--- config.mk ---
export PLATFORM = sky130hd
export DESIGN_NAME = secded_mem_ctrl
export DESIGN_NICKNAME = d
export VERILOG_FILES = /design/src/rtl/secded_mem_ctrl.sv
export SDC_FILE = /design/constraint.sdc
export NUM_CORES = 1
export LEC_CHECK = 0
export BUFFER_PORTS_ARGS = -buffer_cell sky130_fd_sc_hd__buf_2
export CORE_MARGIN = 2
export CORE_UTILIZATION = 29
export DETAILED_ROUTE_END_ITERATION = 10
export MAX_ROUTING_LAYER = met4
export PLACE_DENSITY_LB_ADDON = 0.2
export SETUP_SLACK_MARGIN = 0.02
export SYNTH_ARGS = -nofsm -noshare
export SYNTH_HDL_FRONTEND = slang
export SYNTH_SLANG_ARGS = --single-unit
--- constraint.sdc ---
create_clock -name clk -period 4.3 [get_ports clk]
set_input_delay 0.645 -clock clk [delete_from_list [all_inputs] [get_ports clk]]
set_output_delay 0.645 -clock clk [all_outputs]
set_load 0.01 [all_outputs]
--- src/rtl/secded_mem_ctrl.sv ---
// SEC-DED protected word store controller: encodes writes, corrects/flags reads,
// scrubs corrected words back to RAM and keeps saturating error counters.
module secded_mem_ctrl #(
    parameter int ADDR_W = 4,
    parameter int CNT_W  = 8
) (
    input  logic              clk,
    input  logic              reset,
    input  logic              req_valid,
    output logic              req_ready,
    input  logic              req_write,
    input  logic [ADDR_W-1:0] req_addr,
    input  logic [7:0]        req_wdata,
    output logic              rsp_valid,
    output logic [7:0]        rsp_rdata,
    output logic              rsp_sec,
    output logic              rsp_ded,
    output logic              mem_en,
    output logic              mem_we,
    output logic [ADDR_W-1:0] mem_addr,
    output logic [12:0]       mem_wdata,
    input  logic [12:0]       mem_rdata,
    input  logic              clr_counts,
    output logic [CNT_W-1:0]  sec_count,
    output logic [CNT_W-1:0]  ded_count
);

    typedef enum logic [2:0] {
        S_IDLE, S_WRITE, S_READ, S_CHECK, S_SCRUB, S_DONE
    } state_t;

    state_t            r_state, w_next;
    logic [ADDR_W-1:0] r_addr;
    logic [7:0]        r_wdata;
    logic [7:0]        r_rdata;
    logic              r_sec, r_ded;
    logic [CNT_W-1:0]  r_sec_cnt, r_ded_cnt;

    logic [3:0]        w_syn;
    logic              w_ov;
    logic              w_sec, w_ded;
    logic [7:0]        w_data;

    // Returns {c8,c4,c2,c1}
    function automatic logic [3:0] calc_check(input logic [7:0] d);
        calc_check = {d[7] ^ d[6] ^ d[5] ^ d[4],
                      d[7] ^ d[3] ^ d[2] ^ d[1],
                      d[6] ^ d[5] ^ d[3] ^ d[2] ^ d[0],
                      d[6] ^ d[4] ^ d[3] ^ d[1] ^ d[0]};
    endfunction

    function automatic logic [12:0] encode(input logic [7:0] d);
        logic [3:0] c;
        c      = calc_check(d);
        encode = {^{c, d}, c, d};
    endfunction

    // Only data positions matter: check bits are regenerated on scrub
    function automatic logic [7:0] correct(input logic [7:0] d, input logic [3:0] syn);
        logic [7:0] flip;
        flip = 8'h00;
        case (syn)
            4'd3:    flip = 8'h01;
            4'd5:    flip = 8'h02;
            4'd6:    flip = 8'h04;
            4'd7:    flip = 8'h08;
            4'd9:    flip = 8'h10;
            4'd10:   flip = 8'h20;
            4'd11:   flip = 8'h40;
            4'd12:   flip = 8'h80;
            default: flip = 8'h00;
        endcase
        correct = d ^ flip;
    endfunction

    function automatic logic [CNT_W-1:0] sat_inc(input logic [CNT_W-1:0] c);
        sat_inc = (&c) ? c : c + 1'b1;
    endfunction

    always_comb begin
        w_syn  = calc_check(mem_rdata[7:0]) ^ mem_rdata[11:8];
        w_ov   = ^mem_rdata;
        w_sec  = w_ov && (w_syn <= 4'd12);
        w_ded  = ((w_syn != 4'd0) && !w_ov) || (w_syn > 4'd12);
        w_data = w_ded ? mem_rdata[7:0] : correct(mem_rdata[7:0], w_syn);
    end

    always_comb begin
        w_next    = r_state;
        mem_en    = 1'b0;
        mem_we    = 1'b0;
        mem_addr  = '0;
        mem_wdata = '0;
        case (r_state)
            S_IDLE:  if (req_valid) w_next = req_write ? S_WRITE : S_READ;
            S_WRITE: begin
                mem_en    = 1'b1;
                mem_we    = 1'b1;
                mem_addr  = r_addr;
                mem_wdata = encode(r_wdata);
                w_next    = S_DONE;
            end
            S_READ: begin
                mem_en   = 1'b1;
                mem_addr = r_addr;
                w_next   = S_CHECK;
            end
            S_CHECK: w_next = w_sec ? S_SCRUB : S_DONE;
            S_SCRUB: begin
                mem_en    = 1'b1;
                mem_we    = 1'b1;
                mem_addr  = r_addr;
                mem_wdata = encode(r_rdata);
                w_next    = S_DONE;
            end
            S_DONE:  w_next = S_IDLE;
            default: w_next = S_IDLE;
        endcase
    end

    always_ff @(posedge clk or posedge reset) begin
        if (reset) begin
            r_state   <= S_IDLE;
            r_addr    <= '0;
            r_wdata   <= '0;
            r_rdata   <= '0;
            r_sec     <= 1'b0;
            r_ded     <= 1'b0;
            r_sec_cnt <= '0;
            r_ded_cnt <= '0;
        end else begin
            r_state <= w_next;
            if (r_state == S_IDLE && req_valid) begin
                r_addr  <= req_addr;
                r_wdata <= req_wdata;
            end
            // Write responses carry no data or error flags
            if (r_state == S_WRITE) begin
                r_rdata <= '0;
                r_sec   <= 1'b0;
                r_ded   <= 1'b0;
            end
            if (r_state == S_CHECK) begin
                r_rdata <= w_data;
                r_sec   <= w_sec;
                r_ded   <= w_ded;
            end
            if (clr_counts) begin
                r_sec_cnt <= '0;
                r_ded_cnt <= '0;
            end else if (r_state == S_CHECK) begin
                if (w_sec) r_sec_cnt <= sat_inc(r_sec_cnt);
                if (w_ded) r_ded_cnt <= sat_inc(r_ded_cnt);
            end
        end
    end

    assign req_ready = (r_state == S_IDLE);
    assign rsp_valid = (r_state == S_DONE);
    assign rsp_rdata = r_rdata;
    assign rsp_sec   = r_sec;
    assign rsp_ded   = r_ded;
    assign sec_count = r_sec_cnt;
    assign ded_count = r_ded_cnt;

endmodule

### Word-level counts from Yosys, hierarchy flattened

Memory sizes are Yosys's and may differ from the RTL's.
Index checks and enable logic that the tools add are counted.

| word-level totals | value |
|---|---|
| register bits | 41 |
| memory bits (read-only) | 128 |
| logic and storage cells | 107 |
| memories | 1 |

| operators by class | value |
|---|---|
| add/sub/neg operators | 2 |
| $lt $le $gt $ge | 2 |
| equal/unequal tests | 8 |
| muxes and demuxes | 22 |
| bitwise operators | 44 |
| reductions and logical operators | 20 |

Memory list:

| name | depth | width | read ports | clocked after memory_dff | write ports | RTL line | source |
|---|---|---|---|---|---|---|---|
| (name not given) | 16 | 8 | 1 | 0 | 0 | 62 | `case (syn)` |

Operators by type and width:

| kind | count |
|---|---|
| $mux 8 | 11 |
| $xor 1x1->1 | 42 |
| $pmux 13 s2 | 1 |
| $reduce_xor 12->1 | 2 |
| $add 8x1->8 const B | 2 |
| $reduce_and 8->1 | 2 |
| $reduce_xor 13->1 | 1 |
| $pmux 3 s4 | 1 |
| $reduce_bool 2->1 | 4 |
| $xor 8x8->8 | 1 |
| $eq 3x2->1 const B | 2 |
| $eq 3x3->1 const B | 2 |
| $mux 1 | 6 |
| $ne 2x2->1 const B | 3 |
| $reduce_and 3->1 | 2 |
| $gt 4x4->1 const B | 1 |
| $le 4x4->1 const B | 1 |
| $mux 4 | 1 |
| $reduce_bool 4->1 | 1 |
| $xor 4x4->4 | 1 |
| $eq 3x1->1 const B | 1 |
| $logic_and 1x1->1 | 3 |
| $logic_not 3->1 | 1 |
| $mux 3 | 1 |
| 5 further kinds | 5 |

### Longest topological paths before layout

Gate-level depths: netlist of run 1.

| logic depth | value |
|---|---|
| word-level depth | 11 |
| mapped depth | 8 |
| gate-level depth less buffers | 7 |

### Worst setup path after synthesis of run 1

No wires, ideal clock.

| timing path | value |
|---|---|
| path kind | input -> register |
| from | input port mem_rdata[5] |
| to | register r_ded_cnt[0], in the netlist ded_count[0] |
| library setup time | 128 ps |
| data arrival time | 2651 ps |
| required time | 4172 ps |
| path slack | 1521 ps |
| cell stages on the path | 8 |
| path buffers | 1 |
| cells stage by stage | xor3_2 -> xor2_2 -> nor3_1 -> o41ai_2 -> nand4_1 -> buf_2 -> a31oi_1 -> mux2_1 |

| between the ends | value |
|---|---|
| longest elaborated chain between the ends | 10 |
| elaborated cells on any way between the ends | 15 |
| those cells by class | 1 x order compare; 7 x bitwise; 7 x reduce/logical |

Ends and longest elaborated chain:

| item | RTL line | source |
|---|---|---|
| start: declaration | 22 | `input logic [12:0] mem_rdata,` |
| branches (longest 7 deep; another with $gt 4x4->1) | -- |  |
| $logic_or 1x1->1 (*) | 84 | `w_ded = ((w_syn != 4'd0) && !w_ov) \|\| (w_syn > 4'd12);` |
| $reduce_bool 2->1 (no line) (*) | -- |  |
| $reduce_and 3->1 (no line) (*) | -- |  |
| end signal: assignment | 153 | `if (w_ded) r_ded_cnt <= sat_inc(r_ded_cnt);` |
| end: declaration | 37 | `logic [CNT_W-1:0] r_sec_cnt, r_ded_cnt;` |

Every way passes the cells marked *.
A chain may end at the register's enable or synchronous reset.

### Final worst setup path of run 1

| timing path | value |
|---|---|
| from | input port mem_rdata[7] |
| to | register r_ded_cnt[0], in the netlist ded_count[0] |

| between the ends | value |
|---|---|
| longest elaborated chain between the ends | 9 |
| elaborated cells on any way between the ends | 15 |
| those cells by class | 1 x order compare; 7 x bitwise; 7 x reduce/logical |

Ends and longest elaborated chain:

| item | RTL line |
|---|---|
| branches (longest 6 deep; another with $gt 4x4->1) | -- |
| $logic_or 1x1->1 (*) | 84 |
| $reduce_bool 2->1 (no line) (*) | -- |
| $reduce_and 3->1 (no line) (*) | -- |

Marked as above.

==> results of run 1 <==
## where the power goes
part | switching (mW) | internal, mW
Clock | 0.145 | 0.174
Combinational | 0.591 | 0.565
Sequential | 0.137 | 0.477
Total | 0.872 | 1.22
## per-stage QoR
| step | total power, mW | utilization (%) |
|---|---|---|
| 5_1_grt | 2.263 | 36.15 |
| 3_3_place_gp | 1.779 | 34.97 |
| 6_report | 2.088 | 36.15 |
| 4_1_cts | 2.113 | 36.15 |
| 2_1_floorplan | 1.456 | - |
| 3_5_place_dp | 1.789 | 34.97 |
## cell type report
cell class                      count  area (um2)  area share, %
Multi-Input combinational cell    238        1788          50.84
Sequential cell                    41        1026          29.17
Timing Repair Buffer               78       395.4          11.24
Tap cell                          133       166.4          4.731
Clock buffer                        5       68.82          1.957
Clock inverter                      3       46.29          1.316
Inverter                            7       26.28         0.7471
## flip-flops by register name, summed over array words and instances, names as in the netlist
name       cells
ded_count      8
r_wdata        8
rsp_rdata      8
sec_count      8
r_addr         4
r_state        3
rsp_ded        1
rsp_sec        1
## cells in the mapped netlist, types with 2 or more instances
cell type	number	share of area, %
xnor2_1	32	9.6
o31ai_1	11	2.8
a21oi_1	15	2.6
nor3_1	9	1.5
xor2_1	9	2.7
or4_1	7	1.8
xnor2_4	3	2.8
a211oi_1	2	0.52
xnor3_1	2	1.5
xnor2_2	3	1.7
a21o_1	2	0.52
or3_1	4	0.86
dfrtp_1	41	35
nor4_1	5	1.1
and2_1	6	1.3
nand3_1	6	1.0
mux2_2	12	4.6
o21ai_0	7	1.2
inv_1	7	0.90
xor2_2	3	1.7
ha_1	2	0.86
nand4_1	3	0.65
o41ai_1	2	0.60
a31oi_1	2	0.43
nor2b_1	4	0.86
nand2b_1	3	0.65
nor2_1	24	3.1
buf_2	2	0.34
nand2_1	23	3.0
clkbuf_1	14	1.8
and3_1	6	1.3
a221oi_1	2	0.60
a22oi_1	12	3.1
mux2_1	2	0.77
o21ai_1	3	0.52
## how the worst min path moves through the flow
| stage | from | to | slack, ns | cells past startpoint |
|---|---|---|---|---|
| floorplan | r_addr[0] | r_addr[0] | 0.47 | 1 |
| detailed placement | rsp_ded | rsp_ded | 0.46 | 2 |
| CTS | reset | r_addr[3] | 0.48 | 3 |
| global route | reset | r_addr[3] | 0.51 | 3 |
| global placement | rsp_sec | rsp_sec | 0.46 | 2 |
| finish | reset | r_addr[3] | 0.46 | 3 |
## kinds of logic after synthesis
group | Yosys count | synth area share, %
adder cells (fa/ha/maj) | 2 | 0.8608
multiplexers | 15 | 5.768
XOR/XNOR | 54 | 21.78
AND/OR/NAND/NOR | 105 | 18.77
AO/OA/AOI/OAI | 62 | 14.33
buffers and inverters | 24 | 3.186
flip-flops | 41 | 35.30
## layer usage
layer | share of wire (%) | vias to the layer above | global-route usage [%]
met5 | 0 | - | -
met4 | 0.87 | 0 | 3.282
met3 | 5.4 | 4 | 4.073
met2 | 46 | 57 | 21.80
met1 | 48 | 1127 | 17.32
li1 | - | 1225 | -
## cells in the final DEF (no fill, tap or decap), types with 6 or more instances in the layout
master | netlist | routed
inv_1 | 7 | 7
and2_1 | 6 | 6
nor2_1 | 24 | 24
mux2_2 | 12 | 12
nand2_1 | 23 | 23
xnor2_1 | 32 | 32
o21ai_0 | 7 | 7
and3_1 | 6 | 6
nand3_1 | 6 | 6
a21oi_1 | 15 | 15
xor2_1 | 9 | 9
or4_1 | 7 | 7
o31ai_1 | 11 | 11
nor3_1 | 9 | 9
buf_2 | 2 | 76
dfrtp_1 | 41 | 41
a22oi_1 | 12 | 12
## critical path, cell delays in order
cell	delay (ns)
buf_2	0.21
xor3_2	0.42
xor2_2	0.23
nor3_1	0.12
a221oi_1	0.38
nand4_1	0.46
a31oi_1	0.45
mux2_1	0.35
==> metrics.csv, run 1 <==
metric,value,unit
Crit Path Category,input pin to register,
standard-cell rows,36,
worst r2r dst,ded_count[0],
status,completed,
Tmin final,3.088,ns
H-Tree Level Count,2,
Post-Place Cells,497,
R2R cell count,3,
syn nets,335,
crit-path max FO,13,
number of synthesized flops with an enable pin,0,
CTS tree,yes,
initial drt markers,94,
die width,104.1,um
worst setup margin,1.212,ns
DRT Pass-1 Iters,4,
worst IR drop on VDD,0.2631,mV
Hold Fails Final Rpt,0,
initial core utilization,29.87,%
Max-Cap Viols,0,
core footprint,9729,um2
# diodes,0,
Seq cells post-synth,41,
Die ar.,10840,um2
ANT nets after route,0,
Synth Flop Type,dfrtp_1,
P per Cell Area,593.6,nW/um2
vias in the first global route,2315,
CTS clock-pin slew for the worst setup and hold paths,0.09,ns
sequential element share of the synthesized area,35.30,%
Yosys warning total,0,
Detailed Place HPWL,5421,um
Arrival @ worst endpoint,3.28,ns
# fillers,1019,
slew of the pin with the lowest slew margin,0.8831,ns
num ports,77,
design area,3517,um2
CTS Buffer Depth,2,
Critical path origin,mem_rdata[7],
cell area after synthesis,2907,um2
RSZ-0062 raised after global routing,no,
library cells used by synthesis,48,
Async SR Flop Fraction,100.0,%
Die H,104.1,um
number of port buffers,76,
setup_tns,0,ns
Critical Path End,ded_count[0],
root buffer cell,clkbuf_8,
first-pass GRT wire length,11770,um
Placement Cell Area,3402,um2
Hold Buf Count CTS,0,
layout cells sized above 1,29.57,%
Hold WC Path Type,input pin to asynchronous set/reset pin,
drt wl/cell,14.03,um
Total GRT Usage,13.75,%
area grow syn2layout,21.01,%
CP Launch Type,input pin,
cts bufs inserted,5,
Final Cycle Share,71.81,%
initial antenna violation count,0,
# clock sinks,41,
Layout Nets,403,
Final Max Tran Viols,0,
Synth Instances,303,
# DRC,0,
largest net degree at the start of global routing,42,
Leak,1.601,nW
cells resized by post-CTS repair,0,
Critical Path Sink Type,register,
# setup viols final,0,
"Clk Latency, worst-skew pair",0.30,ns
Hold WS,0.4625,ns
clock skew,0.007872,ns
DR vias/cell,4.778,
flop-to-flop setup slack,1.95,ns
worst r2r src,r_state[1],
GP Congestion,0.8321,
maximum clock rate,323.9,MHz
Syn Area/Cell,9.593,um2
via count,2413,
worst relative slew slack,41.00,%
# Post-CTS Setup Buffers,0,
global route overflow,0,
WL final,7086,um
Place WS,0.8737,ns
"Req. time, crit path",4.49,ns
"Cell Count, Final, Fillers Out",505,
Power figures use the tool's default switching activity.
==> run 2: changes to the inputs <==
==> constraint.sdc (replaced) <==
create_clock -name clk -period 3.2 [get_ports clk]
set_input_delay 0.48 -clock clk [delete_from_list [all_inputs] [get_ports clk]]
set_output_delay 0.48 -clock clk [all_outputs]
set_load 0.01 [all_outputs]
==> metrics.csv, run 2 (same netlist as run 1, synthesis figures left out) <==
metric,value,unit
Layout Nets,408,
Post-Place Cells,502,
largest net degree at the start of global routing,42,
# fillers,1037,
worst r2r src,r_state[1],
Die H,104.1,um
Tmin final,2.605,ns
most frequent cells in the layout,"buf_2, dfrtp_1, xnor2_1, nor2_1, nand2_1",
cts bufs inserted,5,
CP Launch Type,input pin,
Leak,1.626,nW
"Clk Latency, worst-skew pair",0.29,ns
met1 Track Usage GR,18.26,%
GP Congestion,0.8372,
# diodes,0,
layout cells sized above 1,30.50,%
die width,104.1,um
standard-cell rows,36,
CTS clock-pin slew for the worst setup and hold paths,0.09,ns
Hold Buf Count CTS,0,
core footprint,9729,um2
DR vias/cell,4.859,
num ports,77,
CTS Buffer Depth,2,
status,completed,
cells resized by post-CTS repair,0,
CTS tree,yes,
flop-to-flop setup slack,0.97,ns
Final Cycle Share,81.40,%
P per Cell Area,796.8,nW/um2
drt wl/cell,14.22,um
Crit Path Category,input pin to register,
global route overflow,0,
RSZ-0062 raised after global routing,no,
Hold WC Path Type,input pin to asynchronous set/reset pin,
area grow syn2layout,22.30,%
# clock sinks,41,
# setup viols final,0,
maximum clock rate,383.9,MHz
# Post-CTS Setup Buffers,0,
"Req. time, crit path",3.38,ns
ANT nets after route,0,
Final Max Tran Viols,0,
"Cell Count, Final, Fillers Out",510,
Arrival @ worst endpoint,2.78,ns
Detailed Place HPWL,5439,um
R2R cell count,4,
slew of the pin with the lowest slew margin,0.6025,ns
worst r2r dst,r_wdata[0],
Critical Path Sink Type,register,
worst relative slew slack,59.84,%
vias in the first global route,2366,
initial antenna violation count,0,
Max-Cap Viols,0,
Total GRT Usage,13.77,%
worst IR drop on VDD,0.3330,mV
crit-path max FO,13,
DRT Pass-1 Iters,4,
Hold Fails Final Rpt,0,
busiest grt layer,met2,
WL final,7252,um
number of port buffers,76,
clock skew,0.006614,ns
M3 GR Usage,2.820,%
root buffer cell,clkbuf_8,
Global Route met2 Usage,21.90,%
# DRC,0,
initial core utilization,29.87,%
initial drt markers,109,
via count,2478,
"commonest non-fill, non-tap cell in the layout",buf_2,
setup_tns,0,ns
first-pass GRT wire length,11950,um
Die ar.,10840,um2
H-Tree Level Count,2,
-- run 2: cell count changes in the layout (fill, tap and decap cells not counted) --
cell / delta
buf_4: +5
-- run 2: power breakdown --
part	internal, mW	switching [mW]
clock network	0.234	0.194
registers	0.641	0.180
logic	0.775	0.809
total	1.65	1.18
-- run 2: worst max-delay path, stage by stage --
cell and delay [ns]:
buf_2 0.22, xor3_2 0.42, xor2_2 0.23, nor3_1 0.12, a221oi_1 0.39, nand4_1 0.13
buf_4 0.19, a31oi_1 0.25, mux2_1 0.36
-- run 2: per-layer routing --
layer | routed length [um] | vias to the layer above
met5 | 0 | -
met4 | 8 | 0
met3 | 335 | 2
met2 | 3393 | 65
met1 | 3513 | 1183
li1 | - | 1228
-- run 2: metrics by stage --
step / total power [mW] / worst slack [ns] / cell area, um2 / hold WS [ns] / utilization, %
floorplan: 1.956 / 0.5862 / 2907 / 0.4721 / -
global placement: 2.419 / 0.3387 / 3440 / 0.4551 / 35.35
detailed placement: 2.424 / 0.3060 / 3440 / 0.4703 / 35.35
CTS: 2.859 / 0.6090 / 3555 / 0.3182 / 36.54
global route: 3.058 / 0.4374 / 3555 / 0.3499 / 36.54
finish: 2.832 / 0.5951 / 3555 / 0.3136 / 36.54
-- run 2: how the worst max path moves through the flow --
stage                             from            to  slack (ns)
after floorplan           mem_rdata[5]  ded_count[0]        0.59
after global placement    mem_rdata[7]  ded_count[0]        0.34
after detailed placement  mem_rdata[7]  ded_count[0]        0.31
after CTS                 mem_rdata[7]  ded_count[0]        0.61
after global routing      mem_rdata[7]  sec_count[7]        0.44
final                     mem_rdata[7]  ded_count[0]        0.60
-- run 2: final cells by class --
| cell class | instances | area [um2] | share of cell area, % |
|---|---|---|---|
| sequential | 41 | 1026 | 28.86 |
| tap | 133 | 166.4 | 4.681 |
| clock buffer | 5 | 68.82 | 1.936 |
| inverter | 7 | 26.28 | 0.7392 |
| timing repair buffer | 83 | 432.9 | 12.18 |
| multi-input combinational | 238 | 1788 | 50.30 |
| clock inverter | 3 | 46.29 | 1.302 |
==> run 3: changes to the inputs <==
==> constraint.sdc (replaced) <==
create_clock -name clk -period 2.3 [get_ports clk]
set_input_delay 0.345 -clock clk [delete_from_list [all_inputs] [get_ports clk]]
set_output_delay 0.345 -clock clk [all_outputs]
set_load 0.01 [all_outputs]
==> metrics.csv, run 3 (same netlist as run 1, synthesis figures left out) <==
metric,value,unit
critical path cell sequence,buf_6 -> xor3_2 -> xor2_4 -> nor3_4 -> o41ai_4 -> nand4_1 -> buf_6 -> or4_4 -> a21oi_2,
Arrival @ worst endpoint,2.56,ns
crit path buf inv count,2,
met1 Track Usage GR,19.14,%
setup_tns,-0.05352,ns
WL final,7732,um
Crit Path Category,input pin to register,
Layout Nets,451,
area grow syn2layout,41.54,%
CTS tree,yes,
worst IR drop on VDD,0.3614,mV
ANT nets after route,0,
worst r2r src,sec_count[0],
clock skew,0.006464,ns
family with the most delay on the worst path,simple AND/OR/NAND/NOR gates,
Final Cycle Share,101.8,%
Final Max Tran Viols,0,
failing checks,setup timing,
layout cells sized above 1,44.52,%
CP max stage delay,0.47,ns
design area,4114,um2
# diodes,0,
cell depth of the worst setup path,9,
# clock sinks,41,
P per Cell Area,1017,nW/um2
"Clk Latency, worst-skew pair",0.29,ns
status,finished with violations,
# setup viols final,3,
"Cell Count, Final, Fillers Out",553,
Leak,1.890,nW
largest net degree at the start of global routing,29,
root buffer cell,clkbuf_8,
M3 GR Usage,2.757,%
Critical path origin,mem_rdata[5],
H-Tree Level Count,2,
"Req. time, crit path",2.52,ns
cts bufs inserted,5,
CTS Buffer Depth,2,
Die H,104.1,um
slew of the pin with the lowest slew margin,0.5976,ns
Die ar.,10840,um2
RSZ-0062 raised after global routing,yes,
Placement Cell Area,3754,um2
number of port buffers,76,
num ports,77,
Hold WC Path Type,input pin to asynchronous set/reset pin,
initial core utilization,29.87,%
# DRC,0,
Total GRT Usage,14.14,%
via count,2670,
maximum clock rate,427.2,MHz
Hold Buf Count CTS,0,
Global Route met2 Usage,21.99,%
core footprint,9729,um2
busiest grt layer,met2,
Hold Fails Final Rpt,0,
CTS clock-pin slew for the worst setup and hold paths,0.09,ns
vias in the first global route,2489,
global route overflow,0,
standard-cell rows,36,
CP Launch Type,input pin,
Post-Place Cells,538,
Critical-path top delay cell,xor3_2,
DRT Pass-1 Iters,4,
die width,104.1,um
worst setup margin,-0.04098,ns
initial drt markers,87,
Max-Cap Viols,0,
crit-path max FO,5,
"commonest non-fill, non-tap cell in the layout",buf_2,
drt wl/cell,13.98,um
# fillers,979,
initial antenna violation count,0,
Critical Path Sink Type,register,
Detailed Place HPWL,5768,um
worst relative slew slack,60.12,%
Tmin final,2.341,ns
GP Congestion,0.8286,
"Top cell by count, worst path",buf_6,
first-pass GRT wire length,12330,um
R2R cell count,6,
most frequent cells in the layout,"buf_2, buf_4, dfrtp_1, xnor2_1, nor2_1",
DR vias/cell,4.828,
fin util,42.28,%
==> run 3: cell types whose count changed in the layout (fill, tap and decap cells not counted), moves of 3 or more <==
cell,delta
or4_4,+5
a21oi_1,-6
buf_6,+4
buf_4,+39
xnor2_1,-6
a21oi_2,+6
xnor2_2,+3
or4_1,-5
xnor2_4,+3
==> run 3: final cells by class <==
cell class                      instances  area [um2]  share of cell area, %
Timing Repair Buffer                  126       800.8                  19.46
Clock buffer                            5       68.82                  1.673
Inverter                                7       26.28                 0.6387
Clock inverter                          3       17.52                 0.4258
Multi-Input combinational cell        238        2006                  48.75
Tap cell                              133       166.4                  4.045
Sequential cell                        41        1028                  25.00
==> run 3: through the flow <==
step	hold slack (ns)	setup WS [ns]	power, mW
after floorplan	0.4721	-0.08805	2.734
after global placement	0.4366	-0.3005	3.508
after detailed placement	0.4413	-0.3246	3.550
after CTS	0.1091	0.003537	4.147
after global routing	0.1402	-0.1230	4.502
final	0.1064	-0.04098	4.185
==> run 3: repair_timing <==
| action | in CTS | in global routing |
|---|---|---|
| resized for setup | 7 | 32 |
| setup buffers | 3 | 3 |
| setup endpoints to repair | 3 | 14 |
| pin swaps | 4 | 13 |
| gates cloned | 0 | 1 |
==> run 3: worst register-to-register path: stages (launching register included) <==
cell     delay (ns)
dfrtp_1        0.42
ha_1           0.22
and2_1         0.19
and4_1         0.23
and3_1         0.29
or4_1          0.51
a21oi_1        0.15
==> run 3: routing by layer <==
layer,up-vias,wire [um]
li1,1311,-
met1,1296,3648
met2,59,3700
met3,4,322
met4,0,59
met5,-,0
==> run 3: final timing paths <==
| path | end | slack [ns] |
|---|---|---|
| max reg2reg | sec_count[4] | 0.23 |
| min reg2reg | rsp_ded | 0.47 |
| max | ded_count[5] | -0.04 |
| min | r_wdata[3] | 0.11 |
| min in group clk | r_wdata[1] | 0.28 |
| max in group asynchronous | rsp_rdata[2] | 1.62 |
==> run 3: power breakdown <==
part,switching (mW),internal [mW]
Clock,0.265,0.210
Sequential,0.208,0.893
Combinational,1.27,1.34
Total,1.75,2.44
